$ cat src/rtl/operand_entry_if.sv
// Switch/button inputs and captured-operation outputs of the operand entry front end.
// The master modport drives the raw inputs; the slave modport is the controller side.
interface operand_entry_if #(
    parameter int W = 3
);
    logic [W-1:0] sw;
    logic         btn_enter;
    logic         btn_clear;
    logic [W-1:0] a_o;
    logic [W-1:0] b_o;
    logic [W-1:0] ctrl_o;
    logic         valid_o;
    logic [1:0]   stage_o;
    logic         err_o;

    modport master (
        output sw, btn_enter, btn_clear,
        input  a_o, b_o, ctrl_o, valid_o, stage_o, err_o
    );

    modport slave (
        input  sw, btn_enter, btn_clear,
        output a_o, b_o, ctrl_o, valid_o, stage_o, err_o
    );
endinterface

$ cat src/rtl/operand_entry_ctrl.sv
// Operand entry front end: debounced ENTER/CLEAR walk the user through A, B, opcode.
// Optional macro DIV0_GUARD_EN rejects divide/modulo opcodes when operand B is zero.
//
// state    | meaning
// ENTER_A  | waiting for ENTER to capture operand A
// ENTER_B  | waiting for ENTER to capture operand B
// ENTER_OP | waiting for ENTER to capture a legal opcode
// SHOW     | complete operation held, valid_o high
module operand_entry_ctrl #(
    parameter int W         = 3,
    parameter int DB_CYCLES = 16,
    parameter int MAX_OP    = 4
) (
    input  logic             clk,
    input  logic             rst_n,
    operand_entry_if.slave   bus
);
    localparam int CW = (DB_CYCLES > 2) ? $clog2(DB_CYCLES) : 1;
    localparam logic [CW-1:0] DB_RELOAD = CW'(DB_CYCLES - 1);

    typedef enum logic [1:0] {
        ENTER_A  = 2'd0,
        ENTER_B  = 2'd1,
        ENTER_OP = 2'd2,
        SHOW     = 2'd3
    } state_t;

    state_t state, next_state;

    // Index 0 is ENTER, index 1 is CLEAR.
    logic [1:0]    btn_raw;
    logic [1:0]    sync_1, sync_2;
    logic [1:0]    db_lvl, db_lvl_d;
    logic [CW-1:0] db_cnt [2];
    logic [1:0]    press;
    logic          enter_ev, clear_ev;

    assign btn_raw = {bus.btn_clear, bus.btn_enter};

    // Down-counter reloads whenever the synchronised level agrees with the
    // debounced level, so any bounce restarts the full count.
    always_ff @(posedge clk or negedge rst_n) begin
        if (!rst_n) begin
            sync_1   <= '0;
            sync_2   <= '0;
            db_lvl   <= '0;
            db_lvl_d <= '0;
            for (int i = 0; i < 2; i++) db_cnt[i] <= '0;
        end else begin
            sync_1   <= btn_raw;
            sync_2   <= sync_1;
            db_lvl_d <= db_lvl;
            for (int i = 0; i < 2; i++) begin
                if (sync_2[i] == db_lvl[i]) begin
                    db_cnt[i] <= DB_RELOAD;
                end else if (db_cnt[i] == '0) begin
                    db_lvl[i] <= sync_2[i];
                    db_cnt[i] <= DB_RELOAD;
                end else begin
                    db_cnt[i] <= db_cnt[i] - 1'b1;
                end
            end
        end
    end

    assign press    = db_lvl & ~db_lvl_d;
    assign clear_ev = press[1];
    assign enter_ev = press[0] & ~press[1];

    logic [W-1:0] a_q, b_q, ctrl_q;
    logic         err_q;
    logic         op_reject;

`ifdef DIV0_GUARD_EN
    assign op_reject = (bus.sw > W'(MAX_OP)) ||
                       (((bus.sw == W'(3)) || (bus.sw == W'(4))) && (b_q == '0));
`else
    assign op_reject = (bus.sw > W'(MAX_OP));
`endif

    always_ff @(posedge clk or negedge rst_n) begin
        if (!rst_n) state <= ENTER_A;
        else        state <= next_state;
    end

    always_comb begin
        next_state = state;
        if (clear_ev) begin
            next_state = ENTER_A;
        end else if (enter_ev) begin
            case (state)
                ENTER_A:  next_state = ENTER_B;
                ENTER_B:  next_state = ENTER_OP;
                ENTER_OP: next_state = op_reject ? ENTER_OP : SHOW;
                SHOW:     next_state = ENTER_A;
                default:  next_state = ENTER_A;
            endcase
        end
    end

    logic cap_a, cap_b, cap_op, clr_all, err_set;

    always_comb begin
        cap_a   = 1'b0;
        cap_b   = 1'b0;
        cap_op  = 1'b0;
        err_set = 1'b0;
        clr_all = clear_ev;
        if (!clear_ev && enter_ev) begin
            case (state)
                ENTER_A:  cap_a = 1'b1;
                ENTER_B:  cap_b = 1'b1;
                ENTER_OP: begin
                    cap_op  = !op_reject;
                    err_set = op_reject;
                end
                default:  ;
            endcase
        end
    end

    always_ff @(posedge clk or negedge rst_n) begin
        if (!rst_n) begin
            a_q    <= '0;
            b_q    <= '0;
            ctrl_q <= '0;
            err_q  <= 1'b0;
        end else begin
            err_q <= err_set;
            if (clr_all) begin
                a_q    <= '0;
                b_q    <= '0;
                ctrl_q <= '0;
            end else begin
                if (cap_a)  a_q    <= bus.sw;
                if (cap_b)  b_q    <= bus.sw;
                if (cap_op) ctrl_q <= bus.sw;
            end
        end
    end

    assign bus.a_o     = a_q;
    assign bus.b_o     = b_q;
    assign bus.ctrl_o  = ctrl_q;
    assign bus.err_o   = err_q;
    assign bus.valid_o = (state == SHOW);
    assign bus.stage_o = state;
endmodule
$ cat src/flat_wrapper.sv
// flat-port wrapper written by rule: the top's interface ports become plain ports
module operand_entry_ctrl_flat 
#(
    parameter int W         = 3,
    parameter int DB_CYCLES = 16,
    parameter int MAX_OP    = 4
)
  (clk, rst_n, bus_sw, bus_btn_enter, bus_btn_clear, bus_a_o, bus_b_o, bus_ctrl_o, bus_valid_o, bus_stage_o, bus_err_o);
  operand_entry_if #(.W(W)) bus_i ();
  input  logic clk;
  input  logic rst_n;
  input wire logic [$bits(bus_i.sw)-1:0] bus_sw;
  input wire logic [$bits(bus_i.btn_enter)-1:0] bus_btn_enter;
  input wire logic [$bits(bus_i.btn_clear)-1:0] bus_btn_clear;
  output wire logic [$bits(bus_i.a_o)-1:0] bus_a_o;
  output wire logic [$bits(bus_i.b_o)-1:0] bus_b_o;
  output wire logic [$bits(bus_i.ctrl_o)-1:0] bus_ctrl_o;
  output wire logic [$bits(bus_i.valid_o)-1:0] bus_valid_o;
  output wire logic [$bits(bus_i.stage_o)-1:0] bus_stage_o;
  output wire logic [$bits(bus_i.err_o)-1:0] bus_err_o;
  assign bus_i.sw = bus_sw;
  assign bus_i.btn_enter = bus_btn_enter;
  assign bus_i.btn_clear = bus_btn_clear;
  assign bus_a_o = bus_i.a_o;
  assign bus_b_o = bus_i.b_o;
  assign bus_ctrl_o = bus_i.ctrl_o;
  assign bus_valid_o = bus_i.valid_o;
  assign bus_stage_o = bus_i.stage_o;
  assign bus_err_o = bus_i.err_o;
  operand_entry_ctrl #(.W(W), .DB_CYCLES(DB_CYCLES), .MAX_OP(MAX_OP)) u_core (.clk(clk), .rst_n(rst_n), .bus(bus_i));
endmodule
$ cat config.mk
export PLATFORM = sky130hd
export DESIGN_NAME = operand_entry_ctrl_flat
export DESIGN_NICKNAME = d
export VERILOG_FILES = /design/src/rtl/operand_entry_if.sv /design/src/rtl/operand_entry_ctrl.sv /design/src/flat_wrapper.sv
export SDC_FILE = /design/constraint.sdc
export NUM_CORES = 1
export LEC_CHECK = 0
export BUFFER_PORTS_ARGS = -buffer_cell sky130_fd_sc_hd__buf_4
export CORE_MARGIN = 2
export CORE_UTILIZATION = 51
export DETAILED_ROUTE_END_ITERATION = 8
export PLACE_DENSITY = 0.78
export SETUP_SLACK_MARGIN = 0.5
export SLEW_MARGIN = 20
export SYNTH_ARGS = -nofsm -noshare
export SYNTH_HDL_FRONTEND = slang
export SYNTH_SLANG_ARGS = --single-unit
$ cat constraint.sdc
create_clock -name clk -period 1.4 [get_ports clk]
set_input_delay 0.14 -clock clk [delete_from_list [all_inputs] [get_ports clk]]
set_output_delay 0.14 -clock clk [all_outputs]
set_load 0.1 [all_outputs]
# Yosys cells after proc, flatten, opt, wreduce, memory -nomap -nowiden

Cells that the tools add are included.

Order comparisons: 1
Reduce and logical (&&, ||, !) cells: 12
Muxes and demuxes: 22
Eq/ne operators: 5
Add/subtract/negate cells: 2
Bitwise gates (word level): 6

Operator list:

| kind                | count |
|---|---|
| $mux 3              | 6 |
| $mux 4              | 4 |
| $mux 1              | 9 |
| $logic_not 4->1     | 2 |
| $pmux 2 s4          | 1 |
| $reduce_bool 2->1   | 4 |
| $sub 4x1->4 const B | 2 |
| $eq 2x2->1 const B  | 2 |
| $mux 2              | 2 |
| $reduce_and 2->1    | 2 |
| $gt 3x3->1 const B  | 1 |
| $not 1->1           | 3 |
| $and 2x2->2         | 1 |
| $eq 1x1->1          | 2 |
| $eq 2x1->1 const B  | 1 |
| $logic_not 1->1     | 2 |
| $logic_not 2->1     | 1 |
| $not 2->2           | 1 |
| $and 1x1->1         | 1 |
| $logic_and 1x1->1   | 1 |

Bits of input ports: 7
Logic and storage cells: 60
Flip-flop bits (word level): 28

# Logic depth before layout (Yosys ltp)

Depth after elaboration: 8
Gate-level depth with buffers: 5
Gate-level depth less buffers: 5

# Worst setup path before layout

Ideal clock, no wire load.

Kind: reg2out
Start point: register u_core.state[1], in the netlist u_core.bus.stage_o[1]
End point: output bus_valid_o
Required time: 1.260 ns
Data arrival time: 1.889 ns
Setup slack: -0.629 ns
Cell stages (with the launch flop): 2
Path through: dfrtp_1 > ha_1

Word-level cells in the longest chain between the ends: 1

RTL lines:

| element                | RTL line                  | text |
|---|---|---|
| from (decl)            | operand_entry_ctrl.sv:28  | `state_t state, next_state;` |
| from (signal assigned) | operand_entry_ctrl.sv:83  | `else state <= next_state;` |
| $eq 2x2->1             | operand_entry_ctrl.sv:146 | `assign bus.valid_o = (state == SHOW);` |
| to (decl)              | flat_wrapper.sv:18        | `output wire logic [$bits(bus_i.valid_o)-1:0] bus_valid_o;` |

Every way passes these cells.

# Worst setup path in the final report

Start point: register u_core.state[0], in the netlist u_core.bus.stage_o[0]
End point: register u_core.ctrl_q[2], in the netlist u_core.bus.ctrl_o[2]

Word-level cells in the longest chain between the ends: 4

RTL lines:

| element                            | RTL line                  | text |
|---|---|---|
| $eq 2x2->1                         | operand_entry_ctrl.sv:110 | `case (state)` |
| $mux 1                             | operand_entry_ctrl.sv:110 |  |
| $mux 1                             | operand_entry_ctrl.sv:109 | `if (!clear_ev && enter_ev) begin` |
| $reduce_bool 2->1 (no source line) | -                         |  |
| to (signal assigned)               | operand_entry_ctrl.sv:137 | `if (cap_op) ctrl_q <= bus.sw;` |
| to (decl)                          | operand_entry_ctrl.sv:70  | `logic [W-1:0] a_q, b_q, ctrl_q;` |

Every way passes these cells.
A chain may end at the register's enable or synchronous reset.

==> flow_metrics.py <==
metrics = {
    "global_routing": {
        "grt_use_met1": 0.279,
        "grt_antenna_before_repair": 0,
        "gr-total-overflow": 0,
        "grt_pass1_vias": 933,
        "grt_start_max_net_pins": 29,
        "groute.usage.overall": 0.235,
        "top_usage_layer": "met2",
        "grt_pass1_wl_um": 4470,
        "use_met2": 0.396,
        "met3_usage": 0.0429,
    },
    "yosys": {
        "number_of_flops_mapped_to_enable_cells_by_yosys": 0,
        "synth-async-reset-ratio": 1.00,
        "syn_area_per_cell_sq_um": 11.6,
        "synth_area_leaders": "dfrtp_1, ha_1, mux2i_1",
        "synth.net_count": 118,
        "gate_count_after_technology_mapping": 104,
        "yosysWarnings": 0,
        "netlist_area_sq_mm": 0.00120,
        "yosys-top-cells-count": "dfrtp_1, nor2_1, inv_1",
        "synthDominantCellAreaShare": 0.582,
        "synth.ff_latch_count": 28,
        "synth_top_area_cell": "dfrtp_1",
        "yosys.cell_types.count": 23,
        "ys_dominant_reg_cell": "dfrtp_1",
        "synth-seq-area-share": 0.582,
        "yosys.cell_count.top_type": "dfrtp_1",
    },
    "status": {
        "violations": "setup timing",
        "status": "finished, violations left",
    },
    "sta": {
        "final_setup_violation_count": 8,
        "hold_violations": 0,
        "finalSetupTns_ns": -0.375,
        "skew_ns": 0.00187,
        "fin_crit_ns": 1.50,
        "post_route_worst_setup_slack_ns": -0.0974,
        "period_share": 1.07,
        "rsz0062_at_grt": "true",
        "timing.final.max_slew_violations": 0,
        "worst-slew-pin-transition_ns": 0.354,
        "maxSlewHeadroom": 0.764,
        "max_clock_freq_mhz": 668,
    },
    "power_and_ir_drop": {
        "power_density_mw_per_mm2": 842,
        "p_leak_nw": 0.983,
        "design_power_total_w": 0.00178,
        "max-vdd-ir-drop_uv": 928,
    },
    "layout": {
        "fill_cells": 56,
        "area_growth_pct": 75.2,
        "fin_util": 0.953,
        "final_net_count": 169,
        "diodes": 0,
        "fin_cells": 182,
        "post_route_cells_drive_above_1_share": 0.662,
    },
    "clock_tree": {
        "cts-htree-levels": 1,
        "ctsLongestPathBuffers": 2,
        "cts_made_buffers": 3,
        "clkSlewWorstSetupHoldPaths_ns": 0.15,
        "insertion_delay_ns": 0.33,
        "cts.sinks": 28,
        "clock-root-buffer": "clkbuf_4",
        "tritoncts": "yes",
    },
    "placement": {
        "dpl.hpwl_um": 1540,
        "place_ws_ns": 0.101,
        "buffer_ports.inserted": 19,
        "placedCellCount": 151,
        "finalWeightedCongestion": 0.808,
    },
    "worst_setup_path": {
        "worst-endpoint-required_ns": 1.63,
        "cp-start-kind": "flip-flop",
        "cp-end-kind": "flip-flop",
        "timing.critical_path.fanout_max": 5,
        "timing_worst_setup_path_type": "reg2reg",
        "arrival_ns": 1.73,
    },
    "flow_run": {
        "max-cap-violations": 0,
    },
    "hold_path": {
        "min-delay-path-class": "in2reg",
    },
    "floorplan": {
        "placement_row_count": 17,
        "design.die.area_sq_mm": 0.00276,
        "die_height_um": 52.6,
        "die_x_um": 52.6,
        "initial_utilization": 0.544,
        "num_io_pins": 20,
        "core_area_sq_mm": 0.00221,
    },
    "route": {
        "dr.pass1.iters": 4,
        "routedWlPerCell_um": 20.9,
        "wl_um": 3800,
        "drt-initial-drc-count": 24,
        "routed-via-count": 1009,
        "remaining_drc_errors": 0,
        "via_per_inst": 5.54,
        "ant_nets": 0,
    },
}
[path summary, 6_finish.rpt]
path                       depth (start not counted)                    end  slack, ns             startpoint
max in group asynchronous                          2  u_core.bus.stage_o[0]       0.82                  rst_n
min                                                3   u_core.bus.ctrl_o[2]       0.10              bus_sw[2]
max reg2reg                                        5   u_core.bus.ctrl_o[2]       -0.1  u_core.bus.stage_o[0]
min in group asynchronous                          2      u_core.bus.a_o[1]       0.29                  rst_n
min reg2reg                                        0       u_core.sync_2[0]       0.37       u_core.sync_1[0]
max                                                5   u_core.bus.ctrl_o[2]       -0.1  u_core.bus.stage_o[0]
[report_power, final]
group | switching (W) | leakage, nW | total [W] | internal (W)
sequential | 0.0000403 | 0.310 | 0.000883 | 0.000843
combinational | 0.000206 | 0.646 | 0.000362 | 0.000156
clock | 0.000240 | 0.0279 | 0.000530 | 0.000290
[worst max-delay path: stages (launching register included)]
cell	delay, ns
dfrtp_4	0.56
inv_4	0.11
ha_4	0.14
nand3b_1	0.20
o21ai_1	0.27
a21oi_1	0.11
[stage by stage]
stage,instance area (sq um),hold WS (ns)
6_report,2110,0.102
5_1_grt,2110,0.0962
4_1_cts,1840,0.0756
3_5_place_dp,1440,0.0754
3_3_place_gp,1440,0.0685
2_1_floorplan,1260,-0.156
[state kept, by name (all words and copies together), names as in the netlist]
| signal | cells |
|---|---|
| u_core.db_cnt | 8 |
| u_core.bus.a_o | 3 |
| u_core.bus.b_o | 3 |
| u_core.bus.ctrl_o | 3 |
| u_core.bus.stage_o | 2 |
| u_core.db_lvl | 2 |
| u_core.db_lvl_d | 2 |
| u_core.sync_1 | 2 |
| u_core.sync_2 | 2 |
| u_core.bus.err_o | 1 |
[logic make-up (layout without fill, tap and decap cells)]
family	after synthesis	in the layout	synth area share
buffers and inverters	9	59	0.0291
multiplexers	9	9	0.0769
adder cells (fa/ha/maj)	7	7	0.0728
XOR/XNOR	4	4	0.0291
flip-flops	28	28	0.582
AND/OR/NAND/NOR	30	30	0.130
AO/OA/AOI/OAI	17	17	0.0800
[cell type report]
| class | instances | area, sq um | area share |
|---|---|---|---|
| clock inverter | 1 | 30.0 | 0.0142 |
| clock buffer | 3 | 22.5 | 0.0107 |
| sequential | 28 | 724 | 0.344 |
| timing repair buffer | 47 | 553 | 0.262 |
| multi-input combinational | 67 | 708 | 0.336 |
| inverter | 8 | 35.0 | 0.0166 |
| tap | 28 | 35.0 | 0.0166 |
[metal layers]
layer	vias to the layer above	part of all wire
met4	0	0.036
met5	-	0
met2	45	0.53
met1	498	0.39
met3	17	0.043
li1	449	-
[repair_timing]
item / 4_1_cts / 5_1_grt
gates resized for setup: 48 / 41
pin swaps: 5 / 8
buffers inserted: 15 / 9
endpoints found under the setup margin: 35 / 34
endpoints found under the hold margin: 30 / 0
hold buffers: 3 / 0
[cells in the final DEF, fill, tap and decap left out, types with 3 or more instances in the layout]
cell type | Yosys | routed
a21oi_2 | 0 | 4
buf_12 | 0 | 13
buf_4 | 0 | 23
buf_6 | 0 | 8
clkbuf_4 | 0 | 3
dfrtp_1 | 28 | 13
dfrtp_2 | 0 | 13
dlygate4sd3_1 | 0 | 3
ha_4 | 0 | 6
inv_2 | 0 | 4
mux2i_1 | 7 | 7
nand2_1 | 6 | 4
nand3_2 | 0 | 3
nand3b_1 | 3 | 3
nor2_1 | 9 | 7
o21ai_1 | 0 | 3
o21ai_2 | 1 | 3
(Power assumes the default switching activity.)
